## config.mk

```make
export PLATFORM = sky130hd
export DESIGN_NAME = pipeline_debug_ctrl
export DESIGN_NICKNAME = d
export VERILOG_FILES = /design/src/rtl/pipeline_debug_ctrl.sv
export SDC_FILE = /design/constraint.sdc
export NUM_CORES = 1
export LEC_CHECK = 0
export BUFFER_PORTS_ARGS = -buffer_cell sky130_fd_sc_hd__buf_2
export CAP_MARGIN = 30
export CORE_ASPECT_RATIO = 0.75
export CORE_MARGIN = 1.5
export CORE_UTILIZATION = 40
export DETAILED_ROUTE_END_ITERATION = 12
export PLACE_DENSITY = 0.82
export SLEW_MARGIN = 15
export SYNTH_ARGS = -nofsm -noshare
export SYNTH_HDL_FRONTEND = slang
export SYNTH_SLANG_ARGS = --single-unit
```

## constraint.sdc

```tcl
create_clock -name i_clock -period 6.1 [get_ports i_clock]
set_clock_uncertainty 0.15 [all_clocks]
set_input_delay 1.525 -clock i_clock [delete_from_list [all_inputs] [get_ports i_clock]]
set_output_delay 1.525 -clock i_clock [all_outputs]
set_load 0.02 [all_outputs]
```

## src/rtl/pipeline_debug_ctrl.sv

```systemverilog
// Debug sequencer for the five-stage pipeline: run, single step, flush and
// register-bank dump to the TX path, with register port A arbitration.
module pipeline_debug_ctrl #(
   parameter int unsigned NB_DATA = 32,
   parameter int unsigned NB_REG  = 5,
   parameter int unsigned N_REGS  = 32,
   parameter int unsigned NB_CMD  = 8
) (
   input  logic               i_clock,
   input  logic               i_reset,
   input  logic               i_cmd_valid,
   input  logic [NB_CMD-1:0]  i_cmd,
   output logic               o_cmd_ready,
   input  logic               i_halt,
   output logic               o_pipe_enable,
   output logic               o_pipe_flush,
   output logic               o_dbg_rd_sel,
   output logic [NB_REG-1:0]  o_dbg_reg_addr,
   input  logic [NB_DATA-1:0] i_dbg_reg_data,
   output logic [NB_DATA-1:0] o_tx_data,
   output logic               o_tx_valid,
   input  logic               i_tx_ready,
   output logic [2:0]         o_state
);

   typedef enum logic [2:0] {
      StIdle   = 3'd0,
      StRun    = 3'd1,
      StStep   = 3'd2,
      StDumpRd = 3'd3,
      StDumpTx = 3'd4,
      StFlush  = 3'd5,
      StHalted = 3'd6
   } state_e;

   localparam logic [NB_CMD-1:0] CmdRun   = NB_CMD'(8'h43);
   localparam logic [NB_CMD-1:0] CmdStep  = NB_CMD'(8'h53);
   localparam logic [NB_CMD-1:0] CmdDump  = NB_CMD'(8'h52);
   localparam logic [NB_CMD-1:0] CmdFlush = NB_CMD'(8'h58);
   localparam logic [NB_REG-1:0] LastAddr = NB_REG'(N_REGS - 1);

   state_e              state_q, state_d;
   logic [NB_REG-1:0]   addr_q, addr_d;
   logic [NB_DATA-1:0]  tx_data_q, tx_data_d;
   logic                tx_valid_q, tx_valid_d;
   // Set while the pipeline sits halted; also selects where a dump returns to.
   logic                halted_q, halted_d;
   logic                cmd_accept;

   assign o_cmd_ready    = (state_q == StIdle) || (state_q == StHalted);
   assign cmd_accept     = i_cmd_valid && o_cmd_ready;
   assign o_pipe_enable  = (state_q == StRun) || (state_q == StStep);
   assign o_pipe_flush   = (state_q == StFlush);
   assign o_dbg_rd_sel   = (state_q == StDumpRd) || (state_q == StDumpTx);
   assign o_dbg_reg_addr = addr_q;
   assign o_tx_data      = tx_data_q;
   assign o_tx_valid     = tx_valid_q;
   assign o_state        = state_q;

   always_comb begin
      state_d    = state_q;
      addr_d     = addr_q;
      tx_data_d  = tx_data_q;
      tx_valid_d = tx_valid_q;
      halted_d   = halted_q;

      case (state_q)
         StIdle: begin
            if (cmd_accept) begin
               case (i_cmd)
                  CmdRun:   state_d = StRun;
                  CmdStep:  state_d = StStep;
                  CmdDump: begin
                     state_d = StDumpRd;
                     addr_d  = '0;
                  end
                  CmdFlush: state_d = StFlush;
                  default:  state_d = StIdle;
               endcase
            end
         end
         StHalted: begin
            if (cmd_accept) begin
               case (i_cmd)
                  CmdDump: begin
                     state_d = StDumpRd;
                     addr_d  = '0;
                  end
                  CmdFlush: state_d = StFlush;
                  default:  state_d = StHalted;
               endcase
            end
         end
         StRun: begin
            if (i_halt) begin
               state_d  = StHalted;
               halted_d = 1'b1;
            end
         end
         StStep: begin
            if (i_halt) begin
               state_d  = StHalted;
               halted_d = 1'b1;
            end else begin
               state_d = StIdle;
            end
         end
         StDumpRd: begin
            tx_data_d  = i_dbg_reg_data;
            tx_valid_d = 1'b1;
            state_d    = StDumpTx;
         end
         StDumpTx: begin
            if (tx_valid_q && i_tx_ready) begin
               tx_valid_d = 1'b0;
               if (addr_q == LastAddr) begin
                  addr_d  = '0;
                  state_d = halted_q ? StHalted : StIdle;
               end else begin
                  addr_d  = addr_q + NB_REG'(1);
                  state_d = StDumpRd;
               end
            end
         end
         StFlush: begin
            state_d  = StIdle;
            halted_d = 1'b0;
         end
         default: state_d = StIdle;
      endcase
   end

   always_ff @(posedge i_clock) begin
      if (i_reset) begin
         state_q    <= StIdle;
         addr_q     <= '0;
         tx_data_q  <= '0;
         tx_valid_q <= 1'b0;
         halted_q   <= 1'b0;
      end else begin
         state_q    <= state_d;
         addr_q     <= addr_d;
         tx_data_q  <= tx_data_d;
         tx_valid_q <= tx_valid_d;
         halted_q   <= halted_d;
      end
   end

endmodule

```

# After elaboration in Yosys (flattened, before gate mapping)
# Cells that the tools add are included.
[classes]
n_reduce_logical = 15
addsub = 1
n_mux = 19
n_eq_ne = 18
[op_table]
columns = ["cell", "count"]
rows = [
  ["8-bit by 7-bit equality test with 1-bit output, second input constant", 4],
  ["3-bit 2-to-1 mux", 7],
  ["5-bit 2-to-1 mux", 4],
  ["3-bit case mux with 6 select lines", 1],
  ["3-bit case mux with 4 select lines", 1],
  ["5-bit case mux with 2 select lines", 1],
  ["3-bit equality test, second input constant", 3],
  ["2-bit by 1-bit inequality test with 1-bit output, second input constant", 4],
  ["4-bit AND reduction", 2],
  ["3-bit by 2-bit equality test with 1-bit output, second input constant", 2],
  ["2-bit inequality test, second input constant", 3],
  ["3-bit case mux with 2 select lines", 1],
  ["2-bit nonzero test", 3],
  ["5-bit by 1-bit adder with 5-bit output, second input constant", 1],
  ["5-bit equality test, second input constant", 1],
  ["1-bit case mux with 2 select lines", 2],
  ["2-bit AND reduction", 2],
  ["2-bit OR reduction", 2],
  ["3-bit by 1-bit equality test with 1-bit output, second input constant", 1],
  ["3-bit logical NOT", 1],
  ["1-bit logical OR", 3],
  ["1-bit logical AND", 2],
  ["1-bit 2-to-1 mux", 2],
]
[word_totals]
input_bits = 45
output_inout_bits = 45
wordCells = 58
regBits = 42

# Depth between registers and ports, before layout
# Gate-level depths: netlist of the first run.
[logic_depth]
ltp_word = 5
mapped_depth = 8
depth_no_buf = 8

# Worst setup path after synthesis of the first run
# OpenSTA, ideal clock, no wires.
[synth_path]
path_kind = "register -> output"
from = "reg state_q[2] (netlist: o_state[2])"
to = "out o_dbg_rd_sel"
arrival_ps = 1461
stages_incl_launch_ff = 5
n_path_buf = 1
setup_slack_ps = 2964
cell_sequence = "dfxtp_1 and2b_1 and2_1 clkbuf_1 or2_2"
[synth_via]
elab_chain_cells = 2
[synth_lines]
columns = ["item", "line", "text"]
rows = [
  ["start: declaration", "42", "state_e state_q, state_d;"],
  ["start signal: assignment", "135", "state_q <= StIdle;"],
  ["start signal: assignment", "141", "state_q <= state_d;"],
  ["3-bit by 2-bit equality test with 1-bit output / 3-bit equality test (equally long branches)", "54", "assign o_dbg_rd_sel = (state_q == StDumpRd) || (state_q == StDumpTx);"],
  ["1-bit logical OR (*)", "54", ""],
  ["end: declaration", "17", "output logic o_dbg_rd_sel,"],
]
# Mark *: on every way between the ends. The rest lies on a longest branch, timed or not.

# Worst setup path after layout of the first run
# Same ends and word-level chain as after synthesis.

==> flow_summary_export.csv, run 1 <==
group,metric,value,unit
sta,tns,0,ns
finish,n_fill_cell,399,
finish,n_antenna_cell,0,
placement,routabilityCongestion,0.8449,
finish,final_layout_size_suffix_gt1_share,33.97,%
yosys,synth-edff-count,0,
floorplan,die_area,4927,sq um
floorplan,dieWidth,80.55,um
critical_path,critical_path.max_fanout,10,
yosys,synth-seq-cells,42,
yosys,synthFlopType,"dfxtp_1",
sta,drv_slew,0,
routing,drt_iter0_markers,55,
placement,dp_slack,2.828,ns
critical_path,path_class,"reg -> out",
sta,relSlewSlack,46.84,%
routing,drc,0,
sta,fin_crit,3.371,ns
clock_tree,cts_tree,"yes",
floorplan,core,4179,sq um
sta,setup_violations,0,
sta,rsz0062_at_grt,"no",
clock_tree,holdBufCountCts,0,
power,p_total,628.0,uW
min_path,worstHoldPathType,"reg -> reg",
power,peakVddDrop,0.0001438,V
routing,drtAntennaViolNets,0,
job,maxCapViolCount,0,
global_route,grt_pass1_vias,1484,
clock_tree,insertion_delay,0.28,ns
routing,wl,4.353,mm
yosys,synth.area.top_cells,"dfxtp_1 (47%), nand2_1 (15%), a21oi_1 (11%), buf_2 (1.7%), nor2_1 (1.7%)",
clock_tree,clockBufferDepth,2,
yosys,synth_commonest_cells,"nand2_1 (71), dfxtp_1 (42), a21oi_1 (40)",
global_route,grt_antenna_before_repair,0,
global_route,grt_max_degree,44,
critical_path,slowest_delay,0.49,ns
routing,vias,1827,
global_route,grt-busiest-layer,"met2",
clock_tree,ctsResizeCount,0,
floorplan,ios,90,
yosys,synth_fp_nets,274,
sta,hold_violations,0,
routing,wire_per_inst,11.86,um
outcome,status,"completed",
yosys,yosysTopAreaCellShare,46.60,%
placement,port_buffers,89,
critical_path,slowest_stage,"dfxtp_1",
global_route,globalRoute.totalOverflow,0,
global_route,grt_pass1_wl,6.589,mm
clock_tree,cts_setup_buffers,0,
sta,worst_slew_pin_slew,0.7973,ns
critical_path,crit_path_end_kind,"output port",
routing,firstDrtPassIters,4,
yosys,yosysWarnings,0,
critical_path,arrival,1.70,ns
placement,dp_hpwl,3.135,mm
yosys,synth_most_common_cell,"nand2_1",
yosys,syn_area,1804,sq um
yosys,ys_types,38,
clock_tree,clk_pin_slew,0.08,ns
yosys,yosysSeqAreaShare,46.60,%
yosys,netlist_instances,227,
global_route,use_met1,23.22,%
yosys,ys_async_sr_fraction,0,%
clock_tree,cts-buffers-inserted,5,
clock_tree,cts_root_buffer,"clkbuf_8",
finish,area_delta_synth_final,31.90,%
global_route,met2_usage,27.85,%
finish,fin_nets,358,
yosys,avgSynthCellArea,7.948,sq um
sta,fmax,296.6,MHz
power,p_leak,0.001050,uW
routing,vias_per_cell,4.978,
power,powerDensity,263.9,nW/um^2
critical_path,required,4.43,ns
floorplan,start_util,43.17,%
floorplan,die_y,61.17,um
critical_path,cp-start-kind,"flop",
floorplan,rows,20,
yosys,synth_top_cell_by_area,"dfxtp_1",
clock_tree,cts.sinks,42,
clock_tree,cts.htree.levels,2,
global_route,grt_use_met3,5.481,%
sta,fin_ws,2.729,ns
critical_path,cp_cell_sequence,"and2b_1 > and2_1 > or2_2 > buf_2",
global_route,grt_usage,17.50,%
sta,post-route-period-util,55.27,%
-- metal layers --
layer	share of wire, %	up-vias	wire [um]
met5	0	-	0
met4	0.62	0	27
met3	9.1	5	398
met2	42	89	1833
met1	48	800	2093
li1	-	933	-
-- kinds of logic (layout without fill, tap and decap cells) --
group	Yosys count	after routing	synth area share, %
buffers and inverters	16	101	3.745
multiplexers	1	1	0.5548
flip-flops	42	42	46.60
XOR/XNOR	1	1	0.4855
adder cells (fa/ha/maj)	2	2	1.387
AND/OR/NAND/NOR	109	109	29.47
AO/OA/AOI/OAI	56	56	17.75
-- cell type report --
class | count | area, sq um | share of cell area [%]
Multi-Input combinational cell | 169 | 895.9 | 37.64
Sequential cell | 42 | 840.8 | 35.33
Timing Repair Buffer | 91 | 480.5 | 20.19
Clock buffer | 6 | 72.57 | 3.049
Tap cell | 55 | 68.82 | 2.892
Clock inverter | 2 | 13.76 | 0.5783
Inverter | 2 | 7.507 | 0.3155
-- registers in the layout, summed over array words and instances (netlist names) --
name	flops
o_tx_data	32
o_tx_valid	1
halted_q	1
o_state	3
o_dbg_reg_addr	5
-- where the power goes --
group | total (uW) | leakage [uW] | internal [uW] | switching [uW]
Sequential | 303 | 0.000338 | 284 | 19.3
Combinational | 153 | 0.000666 | 62.2 | 91.0
Clock | 172 | 0.0000452 | 80.7 | 90.9
Total | 628 | 0.00105 | 427 | 201
-- through the flow --
step | cell area [sq um] | instances | utilization, % | hold WS (ns)
floorplan | 1804 | 227 | - | 0.3413
global placement | 2266 | 358 | 54.22 | 0.2887
detailed placement | 2293 | 359 | 54.88 | 0.2934
CTS | 2380 | 367 | 56.95 | 0.3048
global route | 2380 | 367 | 56.95 | 0.3175
finish | 2380 | 367 | 56.95 | 0.3011
-- worst max-delay path, delay by kind of cell (launching register included) --
kind,cells,cell delay (ns)
AND/OR/NAND/NOR,3,0.76
flip-flops,1,0.49
buffers and inverters,1,0.16
-- cell usage in the layout, fill, tap and decap left out, drive strengths merged --
cell	netlist	layout
a21oi	42	42
a22oi	2	2
a31oi	2	2
a32oi	1	1
and2	4	4
and2b	2	2
and3	1	1
buf	8	91
clkbuf	6	6
clkinv	0	2
dfxtp	42	42
ha	2	2
inv	2	2
mux2i	1	1
nand2	71	71
nand2b	3	3
nand3	5	5
nand3b	2	2
nand4	1	1
nor2	8	8
nor2b	2	2
nor3	4	4
nor3b	1	1
nor4	1	1
o21ai	4	4
o21bai	1	1
o221ai	1	1
o22ai	1	1
o31ai	1	1
o32ai	1	1
or2	1	1
or3b	1	1
or4b	1	1
or4bb	1	1
xnor2	1	1
-- final timing paths --
path / from / end / slack (ns) / cells past startpoint
min reg2reg: o_tx_data[8]$_SDFFE_PP0P_ / o_tx_data[8]$_SDFFE_PP0P_ / 0.30 / 2
max reg2reg: o_dbg_reg_addr[0]$_SDFFE_PP0P_ / o_state[1]$_SDFFE_PP0P_ / 4.18 / 8
max: o_state[2]$_SDFFE_PP0P_ / o_dbg_rd_sel / 2.73 / 4
min: o_tx_data[8]$_SDFFE_PP0P_ / o_tx_data[8]$_SDFFE_PP0P_ / 0.30 / 2
Power figures use the tool's default switching activity.
==> run 2, diff against run 1 <==
- ABC_AREA: default -> 1
- clock period: 6.1 -> 3.3 ns (I/O delays scaled with it)
==> flow_summary_export.csv, run 2 <==
group,metric,value,unit
outcome,status,"completed",
global_route,grt_pass1_wl,6.927,mm
critical_path,reg2reg_slack,1.32,ns
routing,drt_iter0_markers,118,
clock_tree,clockBufferDepth,2,
yosys,yosysWarnings,0,
critical_path,rr_startpoint,"o_state[2]$_SDFFE_PP0P_",
sta,post-route-period-util,76.32,%
floorplan,die_y,61.67,um
finish,n_antenna_cell,0,
global_route,grt_antenna_before_repair,0,
clock_tree,cts.sinks,42,
critical_path,arrival,1.54,ns
critical_path,crit_path_end_kind,"output port",
power,peakVddDrop,0.0002481,V
placement,port_buffers,89,
routing,drc,0,
routing,firstDrtPassIters,4,
yosys,avgSynthCellArea,6.900,sq um
routing,wl,4.477,mm
routing,drtAntennaViolNets,0,
clock_tree,cts_root_buffer,"clkbuf_8",
yosys,ys_types,19,
clock_tree,cts.htree.levels,2,
sta,hold_violations,0,
routing,vias,1937,
critical_path,cp-start-kind,"flop",
clock_tree,cts_tree,"yes",
sta,drv_slew,0,
critical_path,required,2.32,ns
finish,fin_nets,401,
sta,tns,0,ns
floorplan,core,4441,sq um
critical_path,crit_path_end,"o_dbg_rd_sel",
floorplan,ios,90,
floorplan,rows,21,
yosys,synth_top_cell_by_area,"dfxtp_1",
sta,whs,0.3585,ns
yosys,yosysSeqAreaShare,45.81,%
routing,vias_per_cell,4.701,
clock_tree,holdBufCountCts,0,
sta,setup_violations,0,
min_path,worstHoldPathType,"reg -> reg",
global_route,grt_max_degree,35,
global_route,globalRoute.totalOverflow,0,
routing,wire_per_inst,10.87,um
clock_tree,insertion_delay,0.28,ns
global_route,grt_pass1_vias,1605,
yosys,synth_most_common_cell,"nor2_1",
power,powerDensity,397.3,nW/um^2
yosys,ys_async_sr_fraction,0,%
critical_path,path_class,"reg -> out",
sta,rsz0062_at_grt,"no",
finish,area_delta_synth_final,32.92,%
yosys,synth_commonest_cells,"nor2_1 (78), dfxtp_1 (42), nand2_1 (36)",
global_route,grt_usage,17.98,%
yosys,netlist_instances,266,
yosys,yosysTopAreaCellShare,45.81,%
clock_tree,clk_pin_slew,0.08,ns
power,p_leak,0.001283,uW
clock_tree,cts_setup_buffers,0,
yosys,syn_area,1836,sq um
floorplan,dieWidth,81.22,um
sta,fmax,397.0,MHz
clock_tree,cts-buffers-inserted,5,
critical_path,critical_path.max_fanout,34,
sta,worst_slew_pin_slew,0.7812,ns
yosys,synth.area.top_cells,"dfxtp_1 (46%), nor2_1 (16%), o21ai_0 (9.5%), nand2_1 (7.4%), inv_1 (3.7%)",
yosys,synth-seq-cells,42,
finish,final_common_cell,"buf_2",
finish,final_cell_mix,"buf_2 (89), nor2_1 (78), dfxtp_1 (42)",
yosys,synth-edff-count,0,
floorplan,die_area,5008,sq um
job,maxCapViolCount,0,
placement,dp_hpwl,3.270,mm
sta,relSlewSlack,47.86,%
clock_tree,ctsResizeCount,0,
placement,routabilityCongestion,0.8587,
yosys,synth_fp_nets,313,
finish,largest_register_ffs,32,
critical_path,reg2reg_to,"o_state[2]$_SDFFE_PP0P_",
floorplan,start_util,41.34,%
yosys,synthFlopType,"dfxtp_1",
sta,fin_crit,2.519,ns
critical_path,ff2ff_path_depth,11,
finish,final_layout_size_suffix_gt1_share,32.39,%
critical_path,startpoint,"o_state[1]$_SDFFE_PP0P_",
## run 2: power by group
part	total, uW	switching (uW)	internal, uW
clock network	402	177	225
logic	58.0	31.4	26.6
registers	509	1.57	508
total	969	210	759
## run 2: final cells by class
| class | count | area [sq um] |
|---|---|---|
| multi-input cells | 191 | 867.1 |
| fillers | 442 | 2001 |
| repair buffers | 91 | 460.4 |
| clock inverters | 3 | 45.04 |
| clock buffers | 5 | 68.82 |
| inverters | 23 | 86.33 |
| flip-flops and latches | 42 | 840.8 |
| well taps | 57 | 71.32 |
## run 2: worst min-delay path by stage
stage	from	end	slack [ns]	depth (start not counted)
2_1_floorplan	halted_q$_SDFFE_PP0P_	halted_q$_SDFFE_PP0P_	0.35	2
3_3_place_gp	o_dbg_reg_addr[3]$_SDFFE_PP0P_	o_dbg_reg_addr[3]$_SDFFE_PP0P_	0.33	2
3_5_place_dp	o_dbg_reg_addr[3]$_SDFFE_PP0P_	o_dbg_reg_addr[3]$_SDFFE_PP0P_	0.34	2
4_1_cts	o_dbg_reg_addr[3]$_SDFFE_PP0P_	o_dbg_reg_addr[3]$_SDFFE_PP0P_	0.36	2
5_1_grt	o_tx_data[3]$_SDFFE_PP0P_	o_tx_data[3]$_SDFFE_PP0P_	0.38	2
6_report	o_dbg_reg_addr[3]$_SDFFE_PP0P_	o_dbg_reg_addr[3]$_SDFFE_PP0P_	0.36	2
## run 2: metrics by stage
stage	utilization, %	area, sq um	total power, uW	instances	setup slack (ns)
4_1_cts	54.95	2440	978.5	412	0.7699
5_1_grt	54.95	2440	1008	412	0.6609
6_report	54.95	2440	969.4	412	0.7813
3_5_place_dp	52.38	2326	579.1	404	1.097
2_1_floorplan	-	1836	546.6	266	1.107
3_3_place_gp	52.38	2326	578.0	404	1.139
## run 2: logic make-up after synthesis
family	count (synthesis)	share of synthesized area, %
flops	42	45.81
fa+ha+maj	2	1.363
simple gates	140	32.11
compound gates	49	13.77
buf+inv	33	6.953
## run 2: worst max-delay path, cell delays in order (launching register included)
cell     delay [ns]
dfxtp_1        0.45
inv_1          0.12
nor2_4         0.11
buf_4          0.29
inv_2          0.07
nand2_1        0.06
buf_2          0.16
## run 2: routing by layer
| metal | track usage, % | routed length, um | vias up |
|---|---|---|---|
| li1 | - | - | 1020 |
| met5 | 0 | 0 | - |
| met1 | 24.19 | 2118 | 849 |
| met2 | 28.45 | 2011 | 66 |
| met3 | 5.630 | 331 | 2 |
| met4 | 4.187 | 17 | 0 |
==> run 3, diff against run 2 <==
- ABC_AREA: 1 -> 0
- clock period: 3.3 -> 2.4 ns (I/O delays scaled with it)
==> flow_summary_export.csv, run 3 (synthesized netlist as in run 1, its figures left out) <==
group,metric,value,unit
routing,wl,4.334,mm
floorplan,die_y,61.17,um
finish,final_cell_mix,"buf_2 (89), nand2_1 (71), dfxtp_1 (42)",
floorplan,start_util,43.17,%
sta,worst_slew_pin_slew,0.5087,ns
critical_path,critical_path.max_fanout,5,
critical_path,cp-start-kind,"flop",
clock_tree,clockBufferDepth,2,
sta,rsz0062_at_grt,"no",
power,p_leak,0.001056,uW
power,p_int,1097,uW
routing,vias,1818,
global_route,globalRoute.totalOverflow,0,
routing,drt_iter0_markers,37,
sta,fin_crit,2.292,ns
floorplan,rows,20,
placement,routabilityCongestion,0.8526,
sta,fmax,436.3,MHz
power,clkPwrFrac,26.7,%
min_path,worstHoldPathType,"reg -> reg",
routing,wire_per_inst,11.71,um
placement,dp_hpwl,3.278,mm
sta,drv_slew,0,
finish,n_antenna_cell,0,
sta,whs,0.3015,ns
sta,setup_violations,0,
clock_tree,cts.sinks,42,
routing,drc,0,
finish,regArea,840.8,sq um
min_path,hp-start,"o_tx_data[24]$_SDFFE_PP0P_",
placement,port_buffers,89,
finish,multi_input_area,895.9,sq um
finish,n_fill_cell,413,
critical_path,rr_startpoint,"o_dbg_reg_addr[0]$_SDFFE_PP0P_",
outcome,status,"completed",
critical_path,required,1.65,ns
clock_tree,ctsResizeCount,0,
floorplan,ios,90,
clock_tree,insertion_delay,0.28,ns
critical_path,startpoint,"o_state[2]$_SDFFE_PP0P_",
global_route,grt_usage,18.46,%
clock_tree,cts_root_buffer,"clkbuf_8",
clock_tree,cts_tree,"yes",
sta,hold_violations,0,
critical_path,path_class,"reg -> out",
global_route,grt_antenna_before_repair,0,
routing,firstDrtPassIters,4,
clock_tree,cts_setup_buffers,0,
power,combPwrFrac,26.5,%
finish,fin_nets,361,
clock_tree,cts.htree.levels,2,
finish,area_delta_synth_final,32.04,%
clock_tree,cts-buffers-inserted,5,
power,sw_frac_of_total,31.58,%
global_route,grt_pass1_vias,1597,
global_route,grt_max_degree,34,
clock_tree,holdBufCountCts,0,
floorplan,die_area,4927,sq um
power,p_seq_share,46.9,%
power,p_sw,506.3,uW
clock_tree,clk_pin_slew,0.07,ns
global_route,grt_pass1_wl,6.969,mm
finish,largest_register_ffs,32,
floorplan,dieWidth,80.55,um
power,peakVddDrop,0.0003658,V
finish,final_layout_size_suffix_gt1_share,34.60,%
sta,relSlewSlack,66.04,%
critical_path,arrival,1.54,ns
critical_path,crit_path_end_kind,"output port",
sta,tns,0,ns
power,powerDensity,672.9,nW/um^2
routing,vias_per_cell,4.914,
routing,drtAntennaViolNets,0,
job,maxCapViolCount,0,
floorplan,core,4179,sq um
finish,final_common_cell,"buf_2",
sta,post-route-period-util,95.51,%
## run 3: power groups by stage
stage,clock (uW),sequential [uW],combinational [uW]
after floorplan,0,783,266
after global placement,0,767,417
after detailed placement,0,768,423
after CTS,447,751,423
after global routing,486,757,467
final,428,751,424
## run 3: final cells by class
cell class,instances,area share (%)
tap,55,2.889
multi-input combinational,169,37.61
clock inverter,2,0.5777
inverter,2,0.3151
clock buffer,6,3.046
sequential,42,35.29
timing repair buffer,94,20.27
## run 3: critical path, stage by stage, from the launching register on
cell and delay (ns):
dfxtp_1 0.37, and2b_1 0.27, and2_1 0.19, or2_2 0.28
buf_2 0.16
## run 3: through the flow
| stage | area (sq um) | instances | worst slack, ns | util (%) | power (uW) |
|---|---|---|---|---|---|
| floorplan | 1804 | 227 | 0.1886 | - | 1050 |
| global placement | 2296 | 362 | 0.09416 | 54.94 | 1183 |
| global route | 2382 | 370 | 0.0001080 | 57.01 | 1710 |
| CTS | 2382 | 370 | 0.08357 | 57.01 | 1621 |
| detailed placement | 2296 | 362 | 0.03207 | 54.94 | 1190 |
| finish | 2382 | 370 | 0.1079 | 57.01 | 1603 |
## run 3: final timing paths
check / end / slack (ns) / cells after the start
min: o_tx_data[24]$_SDFFE_PP0P_ / 0.30 / 2
max reg2reg: o_state[1]$_SDFFE_PP0P_ / 0.54 / 8
min reg2reg: o_tx_data[24]$_SDFFE_PP0P_ / 0.30 / 2
max: o_dbg_rd_sel / 0.11 / 4
## run 3: metal layers
metal | vias to the layer above | wire (um) | global-route usage [%]
met3 | 2 | 390 | 6.963
met5 | - | 0 | 0
met4 | 0 | 9 | 2.956
met2 | 81 | 1876 | 29.41
li1 | 939 | - | -
met1 | 796 | 2058 | 24.64
